## src/rtl/drbg_keystream_buffer_pkg.sv

```systemverilog
// Shared types and defaults for the DRBG keystream buffer.
//   fetch_state_t : states of the DRBG fetch/reseed FSM
//   *_DEF         : default parameter values used by the top level
//   KEYS_PER_WORD : keys carved out of one default-sized DRBG word
//   idx_width()   : index width for a count of items, never below 1 bit
package keystream_pkg;

    localparam int unsigned WORD_W_DEF       = 256;
    localparam int unsigned KEY_W_DEF        = 16;
    localparam int unsigned DEPTH_DEF        = 4;
    localparam int unsigned RESEED_WORDS_DEF = 1024;
    localparam int unsigned KEYS_PER_WORD    = WORD_W_DEF / KEY_W_DEF;
    localparam int unsigned WSR_W            = 32;

    typedef enum logic [2:0] {
        ST_IDLE        = 3'd0,
        ST_REQ_NEXT    = 3'd1,
        ST_WAIT_NEXT   = 3'd2,
        ST_REQ_RESEED  = 3'd3,
        ST_WAIT_RESEED = 3'd4
    } fetch_state_t;

    function automatic int unsigned idx_width(input int unsigned n);
        return (n > 1) ? $clog2(n) : 1;
    endfunction

endpackage

```

## src/rtl/drbg_keystream_buffer_fifo.sv

```systemverilog
// kbuf_fifo: synchronous word FIFO holding prefetched DRBG words.
//   clk_i, reset_i : clock, synchronous active-high reset
//   push_i/wdata_i : write one word (caller guarantees not full)
//   pop_i          : drop the head word (caller guarantees not empty)
//   head_o         : current head word (no bypass: a pushed word shows up
//                    only after the write edge)
//   count_o        : number of words held
module kbuf_fifo #(
    parameter  int unsigned WIDTH = 256,
    parameter  int unsigned DEPTH = 4,
    localparam int unsigned CNT_W = $clog2(DEPTH + 1)
) (
    input  logic             clk_i,
    input  logic             reset_i,
    input  logic             push_i,
    input  logic [WIDTH-1:0] wdata_i,
    input  logic             pop_i,
    output logic [WIDTH-1:0] head_o,
    output logic [CNT_W-1:0] count_o
);

    localparam int unsigned PTR_W = $clog2(DEPTH);

    logic [WIDTH-1:0] mem_q [DEPTH];
    logic [PTR_W-1:0] wr_ptr_q, rd_ptr_q;
    logic [CNT_W-1:0] count_q;

    // Storage carries no reset; stale contents are unreachable once the
    // pointers and count are cleared.
    always_ff @(posedge clk_i) begin
        if (push_i) begin
            mem_q[wr_ptr_q] <= wdata_i;
        end
    end

    // DEPTH is a power of two, so the pointers wrap naturally.
    always_ff @(posedge clk_i) begin
        if (reset_i) begin
            wr_ptr_q <= '0;
            rd_ptr_q <= '0;
            count_q  <= '0;
        end else begin
            if (push_i) wr_ptr_q <= wr_ptr_q + PTR_W'(1);
            if (pop_i)  rd_ptr_q <= rd_ptr_q + PTR_W'(1);
            case ({push_i, pop_i})
                2'b10:   count_q <= count_q + CNT_W'(1);
                2'b01:   count_q <= count_q - CNT_W'(1);
                default: count_q <= count_q;
            endcase
        end
    end

    assign head_o  = mem_q[rd_ptr_q];
    assign count_o = count_q;

endmodule

```

## src/rtl/drbg_keystream_buffer.sv

```systemverilog
// drbg_keystream_buffer: prefetches DRBG words into a FIFO, serialises them
// MSB-first into KEY_W-bit keys and schedules periodic reseeds.
//   clk_i, reset_i          : clock, synchronous active-high reset
//   drbg_busy_i             : DRBG busy
//   drbg_next_ready_i       : DRBG has a fresh word on drbg_random_bits_i
//   drbg_random_bits_i      : DRBG output word
//   drbg_next_o             : level request for a new word, held until busy seen
//   drbg_reseed_o           : level request for a reseed, held until busy seen
//   key_valid_o/key_ready_i : key stream handshake
//   key_o                   : current key
//   fill_level_o            : words held in the FIFO
//   starve_o                : consumer ready with no key, after first capture
//   words_since_reseed_o    : words captured since the last completed reseed
module drbg_keystream_buffer
    import keystream_pkg::*;
#(
    parameter  int unsigned WORD_W       = WORD_W_DEF,
    parameter  int unsigned KEY_W        = KEY_W_DEF,
    parameter  int unsigned DEPTH        = DEPTH_DEF,
    parameter  int unsigned RESEED_WORDS = RESEED_WORDS_DEF,
    localparam int unsigned FILL_W       = $clog2(DEPTH + 1)
) (
    input  logic              clk_i,
    input  logic              reset_i,
    input  logic              drbg_busy_i,
    input  logic              drbg_next_ready_i,
    input  logic [WORD_W-1:0] drbg_random_bits_i,
    output logic              drbg_next_o,
    output logic              drbg_reseed_o,
    output logic              key_valid_o,
    input  logic              key_ready_i,
    output logic [KEY_W-1:0]  key_o,
    output logic [FILL_W-1:0] fill_level_o,
    output logic              starve_o,
    output logic [WSR_W-1:0]  words_since_reseed_o
);

    localparam int unsigned KPW   = WORD_W / KEY_W;
    localparam int unsigned IDX_W = idx_width(KPW);

    fetch_state_t      state_q, state_d;
    logic [WSR_W-1:0]  wsr_q, wsr_d;
    logic [IDX_W-1:0]  kidx_q, kidx_d;
    logic              next_q, reseed_q, armed_q;
    logic              push, pop, beat, last_key, inflight;
    logic [FILL_W:0]   occupancy;
    logic [WORD_W-1:0] head;
    logic [FILL_W-1:0] fill;
    logic [KEY_W-1:0]  key_lane [KPW];

    kbuf_fifo #(
        .WIDTH (WORD_W),
        .DEPTH (DEPTH)
    ) u_fifo (
        .clk_i   (clk_i),
        .reset_i (reset_i),
        .push_i  (push),
        .wdata_i (drbg_random_bits_i),
        .pop_i   (pop),
        .head_o  (head),
        .count_o (fill)
    );

    // Counting the outstanding request means a capture can never hit a full FIFO.
    assign inflight  = (state_q == ST_REQ_NEXT) || (state_q == ST_WAIT_NEXT);
    assign occupancy = {1'b0, fill} + {{FILL_W{1'b0}}, inflight};

    always_comb begin
        state_d = state_q;
        wsr_d   = wsr_q;
        push    = 1'b0;
        case (state_q)
            ST_IDLE: begin
                if (!drbg_busy_i) begin
                    if ((RESEED_WORDS != 0) && (wsr_q >= WSR_W'(RESEED_WORDS))) begin
                        state_d = ST_REQ_RESEED;
                    end else if (occupancy < (FILL_W + 1)'(DEPTH)) begin
                        state_d = ST_REQ_NEXT;
                    end
                end
            end
            ST_REQ_NEXT: begin
                if (drbg_busy_i) state_d = ST_WAIT_NEXT;
            end
            // Only reachable after busy was seen high, so a next_ready left
            // over from before a reset is never mistaken for a fresh word.
            ST_WAIT_NEXT: begin
                if (!drbg_busy_i && drbg_next_ready_i) begin
                    push    = 1'b1;
                    state_d = ST_IDLE;
                    if (wsr_q != '1) wsr_d = wsr_q + WSR_W'(1);
                end
            end
            ST_REQ_RESEED: begin
                if (drbg_busy_i) state_d = ST_WAIT_RESEED;
            end
            ST_WAIT_RESEED: begin
                if (!drbg_busy_i) begin
                    wsr_d   = '0;
                    state_d = ST_IDLE;
                end
            end
            default: state_d = ST_IDLE;
        endcase
    end

    // Key lanes of the head word, lane 0 being the most significant slice.
    for (genvar gi = 0; gi < KPW; gi++) begin : g_lane
        assign key_lane[gi] = head[WORD_W-1-gi*KEY_W -: KEY_W];
    end

    assign key_valid_o = (fill != '0);
    assign beat        = key_valid_o && key_ready_i;
    assign last_key    = (kidx_q == IDX_W'(KPW - 1));
    assign pop         = beat && last_key;

    always_comb begin
        kidx_d = kidx_q;
        if (beat) kidx_d = last_key ? '0 : kidx_q + IDX_W'(1);
    end

    always_ff @(posedge clk_i) begin
        if (reset_i) begin
            state_q  <= ST_IDLE;
            wsr_q    <= '0;
            kidx_q   <= '0;
            next_q   <= 1'b0;
            reseed_q <= 1'b0;
            armed_q  <= 1'b0;
        end else begin
            state_q  <= state_d;
            wsr_q    <= wsr_d;
            kidx_q   <= kidx_d;
            // Requests are registered images of the next state, so the two
            // can never be high together.
            next_q   <= (state_d == ST_REQ_NEXT);
            reseed_q <= (state_d == ST_REQ_RESEED);
            if (push) armed_q <= 1'b1;
        end
    end

    assign drbg_next_o          = next_q;
    assign drbg_reseed_o        = reseed_q;
    assign key_o                = key_valid_o ? key_lane[kidx_q] : '0;
    assign fill_level_o         = fill;
    assign starve_o             = armed_q && key_ready_i && !key_valid_o;
    assign words_since_reseed_o = wsr_q;

endmodule

```

## config.mk

```make
export PLATFORM = sky130hd
export DESIGN_NAME = drbg_keystream_buffer
export DESIGN_NICKNAME = d
export VERILOG_FILES = /design/src/rtl/drbg_keystream_buffer_pkg.sv /design/src/rtl/drbg_keystream_buffer_fifo.sv /design/src/rtl/drbg_keystream_buffer.sv
export SDC_FILE = /design/constraint.sdc
export NUM_CORES = 1
export LEC_CHECK = 0
export BUFFER_PORTS_ARGS = -buffer_cell sky130_fd_sc_hd__buf_2
export CORE_AREA = 2 2 282 284
export DETAILED_ROUTE_END_ITERATION = 10
export DIE_AREA = 0 0 284 286
export PLACE_DENSITY = 0.77
export REMOVE_ABC_BUFFERS = 1
export SLEW_MARGIN = 0
export SYNTH_ARGS = -nofsm -noshare
export SYNTH_HDL_FRONTEND = slang
export SYNTH_HIERARCHICAL = 1
export SYNTH_SLANG_ARGS = --single-unit
```

## constraint.sdc

```tcl
create_clock -name clk_i -period 8.3 [get_ports clk_i]
set_input_delay 0.83 -clock clk_i [delete_from_list [all_inputs] [get_ports clk_i]]
set_output_delay 0.83 -clock clk_i [all_outputs]
set_load 0.02 [all_outputs]
```

==> summary.txt, run 1 <==
Finish
  – Fin area: 47700 µm²
  – Layout cell share with drive strength beyond 1: 0.376
  – # nets final: 2394
  – Most common cell after layout, fill and taps aside: edfxtp_1
  – Filler cell count: 5423
  – Syn-to-layout area delta: 13.9%
  – Most frequent cells in the layout: edfxtp_1, mux4_2, buf_2

Clocking
  – Cts hold-fix bufs: 0
  – Clk Latency, worst-skew pair: 0.66 ns
  – Clk pin slew, worst setup/hold paths: 0.06 ns
  – TritonCTS clock tree: built
  – Sink Count: 1075
  – Post_cts resized: 0
  – Post-CTS setup buffer count: 0
  – Total CTS buffers: 105
  – Clock H-tree levels: 3
  – Maximum clock path buffer count: 3
  – Root cell of the clock tree: clkbuf_16

GRT
  – Tot GR Track Use: 0.208
  – Largest net degree at the start of global routing: 163
  – Initial antenna violation count: 49
  – Vias in the first global route: 20548
  – First-pass GRT wire length: 127000 µm
  – Total grt overflow: 0

Yosys
  – Sequential fraction of the synthesis area: 0.759
  – Post-synthesis mux area share: 0.181
  – Post-synthesis compound-gate area fraction: 0.0109
  – Synth Area in Adders: 0.00287
  – Top cell type's share of synthesized area: 0.735
  – Cells after Synth: 1776
  – Simple-Gate Fraction of Synth Area: 0.0234
  – Post-synth ARST share: 0
  – Dominant cell type by area after synthesis: edfxtp_1
  – Largest family of logic cells by synthesized area: multiplexers
  – Number of flops mapped to enable cells by yosys: 1024
  – Mapped Avg Cell Area: 23.6 µm²
  – Synth top area cells: edfxtp_1, mux4_2, dfxtp_1
  – Yosys reg bits: 1075
  – Synth warn: 6
  – Main synth FF type: edfxtp_1
  – Xor/xnor share of the synthesized area: 0.00167
  – Mapped cell area: 41800 µm²
  – Post-synthesis cell type count: 48

Floorplan
  – Die height: 286 µm
  – Row count: 103
  – Initial Utilization: 0.534
  – Core box area: 78400 µm²
  – Boundary Pins: 316
  – Die X: 284 µm
  – DIE AREA: 81200 µm²

Worst setup path
  – WP buf/inv: 2
  – CP Launch Type: register
  – Crit path top cell by count: mux4_2
  – Critical Path RT: 7.47 ns
  – Crit path DAT: 4.14 ns
  – Flop2flop setup slack: 4.35 ns
  – Crit path max fanout: 97
  – Crit. End Element: output port
  – Top Family by Delay on Critical Path: multiplexers
  – Critical path, cell by cell: buf_12, mux4_2, mux4_2, mux4_2, and2_1, buf_2
  – Crit Path Category: register to output port
  – Crit-path slowest cell: dfxtp_4
  – Worst path max stage delay: 0.74 ns

STA
  – Max Clk Rate: 0.201 GHz
  – RSZ-0062 raised after global routing: no
  – Setup WS post-layout: 3.33 ns
  – Fin crit share: 0.598
  – Max_slew headroom: 0.0701
  – Max Slew Vio Count: 0
  – Count of final hold-check violations: 0
  – Final setup TNS: 0 ns
  – Final Skew: 0.0204 ns
  – Final Setup Violations: 0
  – Post-route minimum period: 4.97 ns
  – Slew @ Worst Pin: 1.39 ns

Detailed routing
  – WL final: 84200 µm
  – Via/cell ratio: 5.98
  – First DRT Iteration DRCs: 1588
  – Drt pass-1 iters: 5
  – Final ANT Viol Nets: 0
  – Routed wire per std cell: 25.7 µm
  – Via count: 19628
  – DR DRC count: 0

Placement
  – Dpl cell area: 44200 µm²
  – Dpl hpwl: 47700 µm
  – GPL Wtd Cong: 0.847
  – Worst slack at placement: 3.89 ns
  – Port Buffer Count: 315

Worst hold path
  – Hold Path Class: input pin to register

Pwr
  – Leak: 0.0149 µW
  – Pwr Density: 228 nW/µm²
  – VDD IR-drop max: 0.211 mV

Status
  – Status: completed

Run
  – MaxCap Viol Count: 0
## where the power goes
group / total (µW) / switching [µW] / internal (µW)
logic: 193 / 109 / 83.5
registers: 5970 / 10.1 / 5960
clock network: 4680 / 1940 / 2740
total: 10800 / 2060 / 8780
## logic make-up after synthesis
group / Yosys count
simple gates: 166
flops: 1075
compound gates: 75
mux: 337
xor+xnor: 8
buf+inv: 106
fa+ha+maj: 9
## cell usage after synthesis, types with 2 or more instances
master and number:
o21ai_1 6, o21ai_0 7, dfxtp_1 51, inv_1 12, clkbuf_1 25, buf_2 33, xor2_1 5, nor3b_1 3
edfxtp_1 1024, o31ai_1 14, or3_1 12, buf_6 2, nand2_1 27, a21oi_1 33, nand4_1 10, o21a_1 2
and3_1 6, and2_1 27, nand3_1 17, or4_1 22, ha_1 8, buf_8 5, buf_1 6, nor4_1 7
xnor2_1 3, buf_12 22, nor2b_1 2, nor2_1 19, and4_1 6, mux4_2 336, o211ai_1 7
## worst reg2reg max path, cell delays in order (launching register included)
cell and delay (ns):
dfxtp_4 0.89, buf_4 0.92, ha_1 0.35, nand3_1 0.10
nor2_1 0.31, ha_1 0.25, inv_1 0.06, fa_1 0.37
xor2_1 0.17, or3_1 0.32, a21oi_1 0.14
## worst paths after layout
path                                              to               startpoint  cells past startpoint
worst min-delay path            u_fifo/mem_q[3][188]  drbg_random_bits_i[188]                      1
worst min register to register               armed_q                  armed_q                      2
worst max register to register     u_fifo/count_o[2]                kidx_q[0]                     10
worst max-delay path                        key_o[3]                 register                      6
## stage by stage
step | hold slack (ns) | utilization | std cells | total power (µW)
6_report | 0.382 | 0.608 | 3282 | 10800
5_1_grt | 0.355 | 0.608 | 3275 | 11200
4_1_cts | 0.332 | 0.608 | 3263 | 10900
3_5_place_dp | 0.467 | 0.564 | 3067 | 6280
3_3_place_gp | 0.450 | 0.564 | 3067 | 6260
2_1_floorplan | 0.440 | - | 1682 | 6150
## state kept, by name (all words and copies together), names as in the netlist, named ones only
name / count
state_q: 3
words_since_reseed_o: 32
armed_q: 1
u_fifo/rd_ptr_q: 2
drbg_reseed_o: 1
drbg_next_o: 1
u_fifo/wr_ptr_q: 2
kidx_q: 4
u_fifo/mem_q: 1024
u_fifo/count_o: 3
## per-layer routing
metal | global-route usage | part of all wire
met1 | 0.275 | 0.39
met2 | 0.337 | 0.50
met3 | 0.0611 | 0.081
met4 | 0.0712 | 0.023
met5 | 0 | 0.0037
## cell type report
class / instances / area (µm²) / share of cell area
Antenna cell: 19 / 47.5 / 0.000998
Sequential cell: 1075 / 31800 / 0.667
Clock inverter: 65 / 656 / 0.0138
Multi-Input combinational cell: 595 / 9220 / 0.194
Timing Repair Buffer: 335 / 1810 / 0.0381
Clock buffer: 131 / 2770 / 0.0581
Tap cell: 1050 / 1310 / 0.0276
Inverter: 12 / 45.0 / 0.000945
No activity file was read; power rests on OpenSTA's default activity.
==> run 2, diff against run 1 <==
Clock period 8.3 ns to 4.5 ns, I/O delays scaled along.
==> summary.txt, run 2 (synthesis gave the netlist of run 1 again) <==
Status
  – Status: completed

Placement
  – Placed instance count: 3105 (+1.2%)
  – GPL Wtd Cong: 0.846 (-0.17%)
  – Port Buffer Count: 315 (unchanged)
  – Worst slack at placement: 0.943 ns (-2.95 ns)
  – Dpl hpwl: 53100 µm (+11%)

Pwr
  – Seq pwr share: 0.553 (+0.002)
  – Clk pwr share: 0.421 (-0.011)
  – Sw power: 3840 µW (+86%)
  – Comb power frac: 0.027 (+0.009)
  – Internal: 16100 µW (+83%)
  – VDD IR-drop max: 0.338 mV (+60%)
  – Pwr Density: 397 nW/µm² (+74%)
  – Switch share: 0.193 (+0.00266)
  – Leak: 0.0160 µW (+7.4%)

Floorplan
  – Die height: 286 µm (unchanged)
  – DIE AREA: 81200 µm² (unchanged)
  – Core box area: 78400 µm² (unchanged)
  – Row count: 103 (unchanged)
  – Initial Utilization: 0.534 (unchanged)
  – Boundary Pins: 316 (unchanged)
  – Die X: 284 µm (unchanged)

Worst setup path
  – Crit path DAT: 3.75 ns (-0.39 ns)
  – Crit path max fanout: 38 (-61%)
  – Crit Path Category: register to output port
  – CP Launch Type: register
  – Worst path max stage delay: 0.69 ns (-0.05 ns)
  – Flop2flop setup slack: 1.72 ns (-2.63 ns)
  – Reg2reg start: kidx_q[1]
  – Crit-path slowest cell: dfxtp_4
  – Critical path, cell by cell: buf_12, mux4_2, mux4_2, mux4_2, and2_1, buf_2
  – Critical Path RT: 4.05 ns (-3.42 ns)
  – R2R cell count: 9 (-1)
  – Crit. End Element: output port
  – Crit path top cell by count: mux4_2
  – R2R Path End: u_fifo/count_o[2]

Worst hold path
  – Hold Path Class: input pin to register
  – Worst hold endpoint: u_fifo/mem_q[0][143]
  – Hold path depth: 1 (unchanged)
  – Hold Startpoint: drbg_random_bits_i[143]

Finish
  – Most common cell after layout, fill and taps aside: edfxtp_1
  – # nets final: 2641 (+10%)
  – Filler cell count: 5157 (-4.9%)
  – Most frequent cells in the layout: edfxtp_1, mux4_2, buf_2
  – Syn-to-layout area delta: 20.0%
  – Layout cell share with drive strength beyond 1: 0.355 (-0.0218)
  – Number of flip-flops in the largest register: 1024 (unchanged)
  – Most flops, register: u_fifo/mem_q
  – Post-route insts no fill: 3521 (+7.3%)

Detailed routing
  – DR DRC count: 0 (unchanged)
  – Drt pass-1 iters: 5 (unchanged)
  – Via count: 20894 (+6.4%)
  – WL final: 90800 µm (+7.8%)
  – First DRT Iteration DRCs: 1909 (+20%)
  – Via/cell ratio: 5.93 (-0.78%)
  – Final ANT Viol Nets: 0 (unchanged)
  – Routed wire per std cell: 25.8 µm (+0.49%)

STA
  – Max Clk Rate: 0.238 GHz
  – RSZ-0062 raised after global routing: no
  – Final setup TNS: 0 ns (unchanged)
  – Count of final hold-check violations: 0 (unchanged)
  – Post-route minimum period: 4.20 ns
  – Setup WS post-layout: 0.303 ns (-3.03 ns)
  – Max Slew Vio Count: 0 (unchanged)
  – Max_slew headroom: 0.297 (+0.227)
  – Final Setup Violations: 0 (unchanged)
  – Final Skew: 0.0245 ns (+0.00415 ns)
  – Slew @ Worst Pin: 1.05 ns (-0.340 ns)
  – Fin crit share: 0.933

Clocking
  – Total CTS buffers: 102 (-2.9%)
  – Maximum clock path buffer count: 3 (unchanged)
  – Root cell of the clock tree: clkbuf_16
  – Post-CTS setup buffer count: 0 (unchanged)
  – Clk pin slew, worst setup/hold paths: 0.06 ns (about the same)
  – Sink Count: 1075 (unchanged)
  – TritonCTS clock tree: built
  – Clk Latency, worst-skew pair: 0.67 ns (about the same)
  – Clock H-tree levels: 3 (unchanged)

Run
  – MaxCap Viol Count: 0 (unchanged)

GRT
  – Tot GR Track Use: 0.224 (+0.0157)
  – Total grt overflow: 0 (unchanged)
  – Vias in the first global route: 22123 (+7.7%)
  – Largest net degree at the start of global routing: 108 (-34%)
  – First-pass GRT wire length: 136000 µm (+7.7%)
  – Initial antenna violation count: 27 (-45%)
-- run 2: cell types whose count changed in the layout (fill, tap and decap cells not counted), sizes merged --
cell	delta
bufinv	-2
inv	-2
diode	-4
buf	+38
clkinvlp	-2
clkinv	-1
dlygate4sd3	+212
-- run 2: through the flow --
stage          total power (µW)   util  area (µm²)  hold WS (ns)
3_3_place_gp              11600  0.571       44800         0.454
6_report                  19900  0.641       50200        0.0235
5_1_grt                   20500  0.641       50200        0.0101
3_5_place_dp              11600  0.571       44800         0.460
2_1_floorplan             11300      -       41000         0.440
4_1_cts                   20000  0.640       50200      0.000391
-- run 2: how the worst max path moves through the flow --
stage,startpoint,cells after the start,slack [ns],end
after floorplan,register,4,-8.20,key_o[0]
after global placement,register,6,0.98,key_o[13]
after detailed placement,register,6,0.94,key_o[13]
after CTS,register,6,0.23,key_o[13]
after global routing,register,6,0.15,key_o[13]
final,register,6,0.30,key_o[8]
-- run 2: metal layers --
metal	track usage	routed length, µm	vias to the layer above
li1	-	-	8882
met1	0.298	34600	10955
met2	0.379	47300	871
met3	0.0406	6380	160
met4	0.0745	2310	26
met5	0	158	-
-- run 2: final cells by class --
type | count | area, µm² | share of cell area
antenna | 15 | 37.5 | 0.000748
clock buffer | 131 | 2690 | 0.0536
clock inverter | 58 | 604 | 0.0120
inverter | 12 | 45.0 | 0.000897
multi-input combinational | 595 | 9220 | 0.184
sequential | 1075 | 31800 | 0.633
tap | 1050 | 1310 | 0.0262
timing repair buffer | 585 | 4510 | 0.0898
-- run 2: timing repair --
action,4_1_cts,5_1_grt
endpoints found under the hold margin,806,0
hold buffers,212,0
gates resized for setup,0,0
-- run 2: worst max-delay path: cells and delay by family (launching register included) --
kind | cells | cell delay [ns]
buf+inv | 2 | 0.51
flops | 1 | 0.69
mux | 3 | 1.63
simple gates | 1 | 0.20
-- run 2: power by group through the flow --
stage	Sequential [µW]	Clock (µW)	Combinational [µW]
2_1_floorplan	11200	0	107
3_3_place_gp	11200	0	338
3_5_place_dp	11200	0	367
4_1_cts	11000	8500	536
5_1_grt	11000	8900	576
6_report	11000	8380	536
==> run 3, diff against run 2 <==
Settings changed: CORE_AREA 2 2 282 284 to 2 2 397 202, DIE_AREA 0 0 284 286 to 0 0 399 204.
==> summary.txt, run 3 (synthesis gave the netlist of run 1 again) <==
Worst setup path
  – Critical path, cell by cell: buf_12, mux4_2, mux4_2, mux4_2, and2_1, buf_2
  – Crit path top cell by count: mux4_2
  – CP Launch Type: register
  – Crit path DAT: 3.65 ns (-0.10 ns)
  – Crit-path slowest cell: mux4_2
  – Crit Path Category: register to output port
  – Critical Path RT: 4.05 ns (about the same)
  – Crit. End Element: output port
  – Crit path max fanout: 64 (+68%)
  – R2R cell count: 10 (+1)
  – Worst path max stage delay: 0.62 ns (-0.07 ns)

Floorplan
  – Initial Utilization: 0.534 (about the same)
  – Boundary Pins: 316 (unchanged)
  – Die X: 399 µm (+40%)
  – Row count: 73 (-29%)
  – DIE AREA: 81400 µm² (+0.21%)
  – Die height: 204 µm (-29%)
  – Core box area: 78400 µm² (about the same)

Clocking
  – Clk pin slew, worst setup/hold paths: 0.07 ns (about the same)
  – Sink Count: 1075 (unchanged)
  – Clk Latency, worst-skew pair: 0.67 ns (about the same)
  – Total CTS buffers: 90 (-12%)
  – Maximum clock path buffer count: 3 (unchanged)
  – Post-CTS setup buffer count: 0 (unchanged)
  – TritonCTS clock tree: built
  – Clock H-tree levels: 3 (unchanged)
  – Root cell of the clock tree: clkbuf_16

STA
  – Post-route minimum period: 4.10 ns (-0.0988 ns)
  – Max_slew headroom: 0.252 (-0.0449)
  – Slew @ Worst Pin: 1.12 ns (+0.0673 ns)
  – Fin crit share: 0.911 (-0.0219)
  – Count of final hold-check violations: 0 (unchanged)
  – Max Slew Vio Count: 0 (unchanged)
  – Final Skew: 0.0239 ns (-0.000589 ns)
  – Final Setup Violations: 0 (unchanged)
  – Final setup TNS: 0 ns (unchanged)
  – RSZ-0062 raised after global routing: no
  – Max Clk Rate: 0.244 GHz (+2.4%)

Finish
  – Layout cell share with drive strength beyond 1: 0.342 (-0.0128)
  – # nets final: 2659 (+0.68%)
  – Most flops, register: u_fifo/mem_q
  – Post-route insts no fill: 3522 (+0.028%)
  – Number of flip-flops in the largest register: 1024 (unchanged)
  – Most frequent cells in the layout: edfxtp_1, mux4_2, buf_2
  – Most common cell after layout, fill and taps aside: edfxtp_1
  – Syn-to-layout area delta: 19.6%

Placement
  – Placed instance count: 3092 (-0.42%)
  – Dpl hpwl: 50800 µm (-4.3%)
  – GPL Wtd Cong: 0.858 (+1.4%)
  – Port Buffer Count: 315 (unchanged)

Pwr
  – Pwr Density: 387 nW/µm² (-2.4%)
  – VDD IR-drop max: 0.282 mV (-17%)
  – Total power: 19400 µW (-2.7%)
  – Leak: 0.0159 µW (-0.66%)

Status
  – Status: completed

Worst hold path
  – Hold Path Class: input pin to register
  – Hold path depth: 1 (unchanged)

Detailed routing
  – WL final: 88700 µm (-2.3%)
  – Final ANT Viol Nets: 0 (unchanged)
  – Drt pass-1 iters: 5 (unchanged)
  – First DRT Iteration DRCs: 2171 (+14%)
  – DR DRC count: 0 (unchanged)
  – Via/cell ratio: 5.91 (-0.42%)
  – Routed wire per std cell: 25.2 µm (-2.4%)
  – Via count: 20812 (-0.39%)

GRT
  – Met1 Use GR: 0.317 (+0.0185)
  – Met2 usage: 0.360 (-0.0192)
  – First-pass GRT wire length: 135000 µm (-1.2%)
  – Most Used Layer, Global Route: met2
  – Largest net degree at the start of global routing: 116 (+7.4%)
  – Total grt overflow: 0 (unchanged)
  – Tot GR Track Use: 0.222 (-0.00221)
  – Vias in the first global route: 21926 (-0.89%)
  – M3 GR Usage: 0.0442 (+0.00365)
  – Initial antenna violation count: 15 (-44%)

Run
  – MaxCap Viol Count: 0 (unchanged)
-- run 3: cell types whose count changed in the layout (fill, tap and decap cells not counted), sizes merged, moves of 3 or more --
cell / delta
clkbuf: -20
clkinv: -7
clkinvlp: +3
dlygate4sd3: +43
buf: -13
diode: -6
-- run 3: worst paths after layout --
path	end	slack (ns)	from
max	key_o[4]	0.40	register
max reg2reg	u_fifo/count_o[2]	1.42	kidx_q[0]
min	u_fifo/mem_q[1][146]	0.05	drbg_random_bits_i[146]
min reg2reg	armed_q	0.50	armed_q
-- run 3: routing by layer --
metal,wire (µm),vias up
met2,44200,820
met1,37000,10944
met5,67,-
met3,5720,145
met4,1690,10
li1,-,8893
-- run 3: report_power, final --
group	internal, µW	switching (µW)	total (µW)
combinational	303	262	565
clock	4340	3470	7810
sequential	11000	14.2	11000
total	15600	3750	19400
-- run 3: area by class of cell --
cell class | count | area [µm²]
antenna | 9 | 22.5
clock buffer | 111 | 2370
clock inverter | 55 | 548
inverter | 12 | 45.0
sequential | 1075 | 31800
multi-input combinational | 595 | 9220
fill | 5156 | 28300
tap | 1050 | 1310
timing repair buffer | 615 | 4740
-- run 3: what timing repair did --
action / 4_1_cts / 5_1_grt
hold endpoints to repair: 1013 / 0
hold buffers: 255 / 0
resized for setup: 0 / 0
-- run 3: per-stage QoR --
step | area (µm²) | utilization | worst slack [ns] | hold WS, ns
global placement | 44600 | 0.569 | 1.00 | 0.485
CTS | 50000 | 0.638 | 0.280 | 0.00285
detailed placement | 44600 | 0.569 | 1.01 | 0.472
floorplan | 41000 | - | -8.20 | 0.440
global route | 50100 | 0.639 | 0.209 | 0.0202
finish | 50100 | 0.639 | 0.402 | 0.0529
-- run 3: worst max-delay path: cells and delay by family, from the launching register on --
family        cells  cell delay (ns)
mux               3             1.61
buf+inv           2             0.61
flops             1             0.53
simple gates      1             0.17
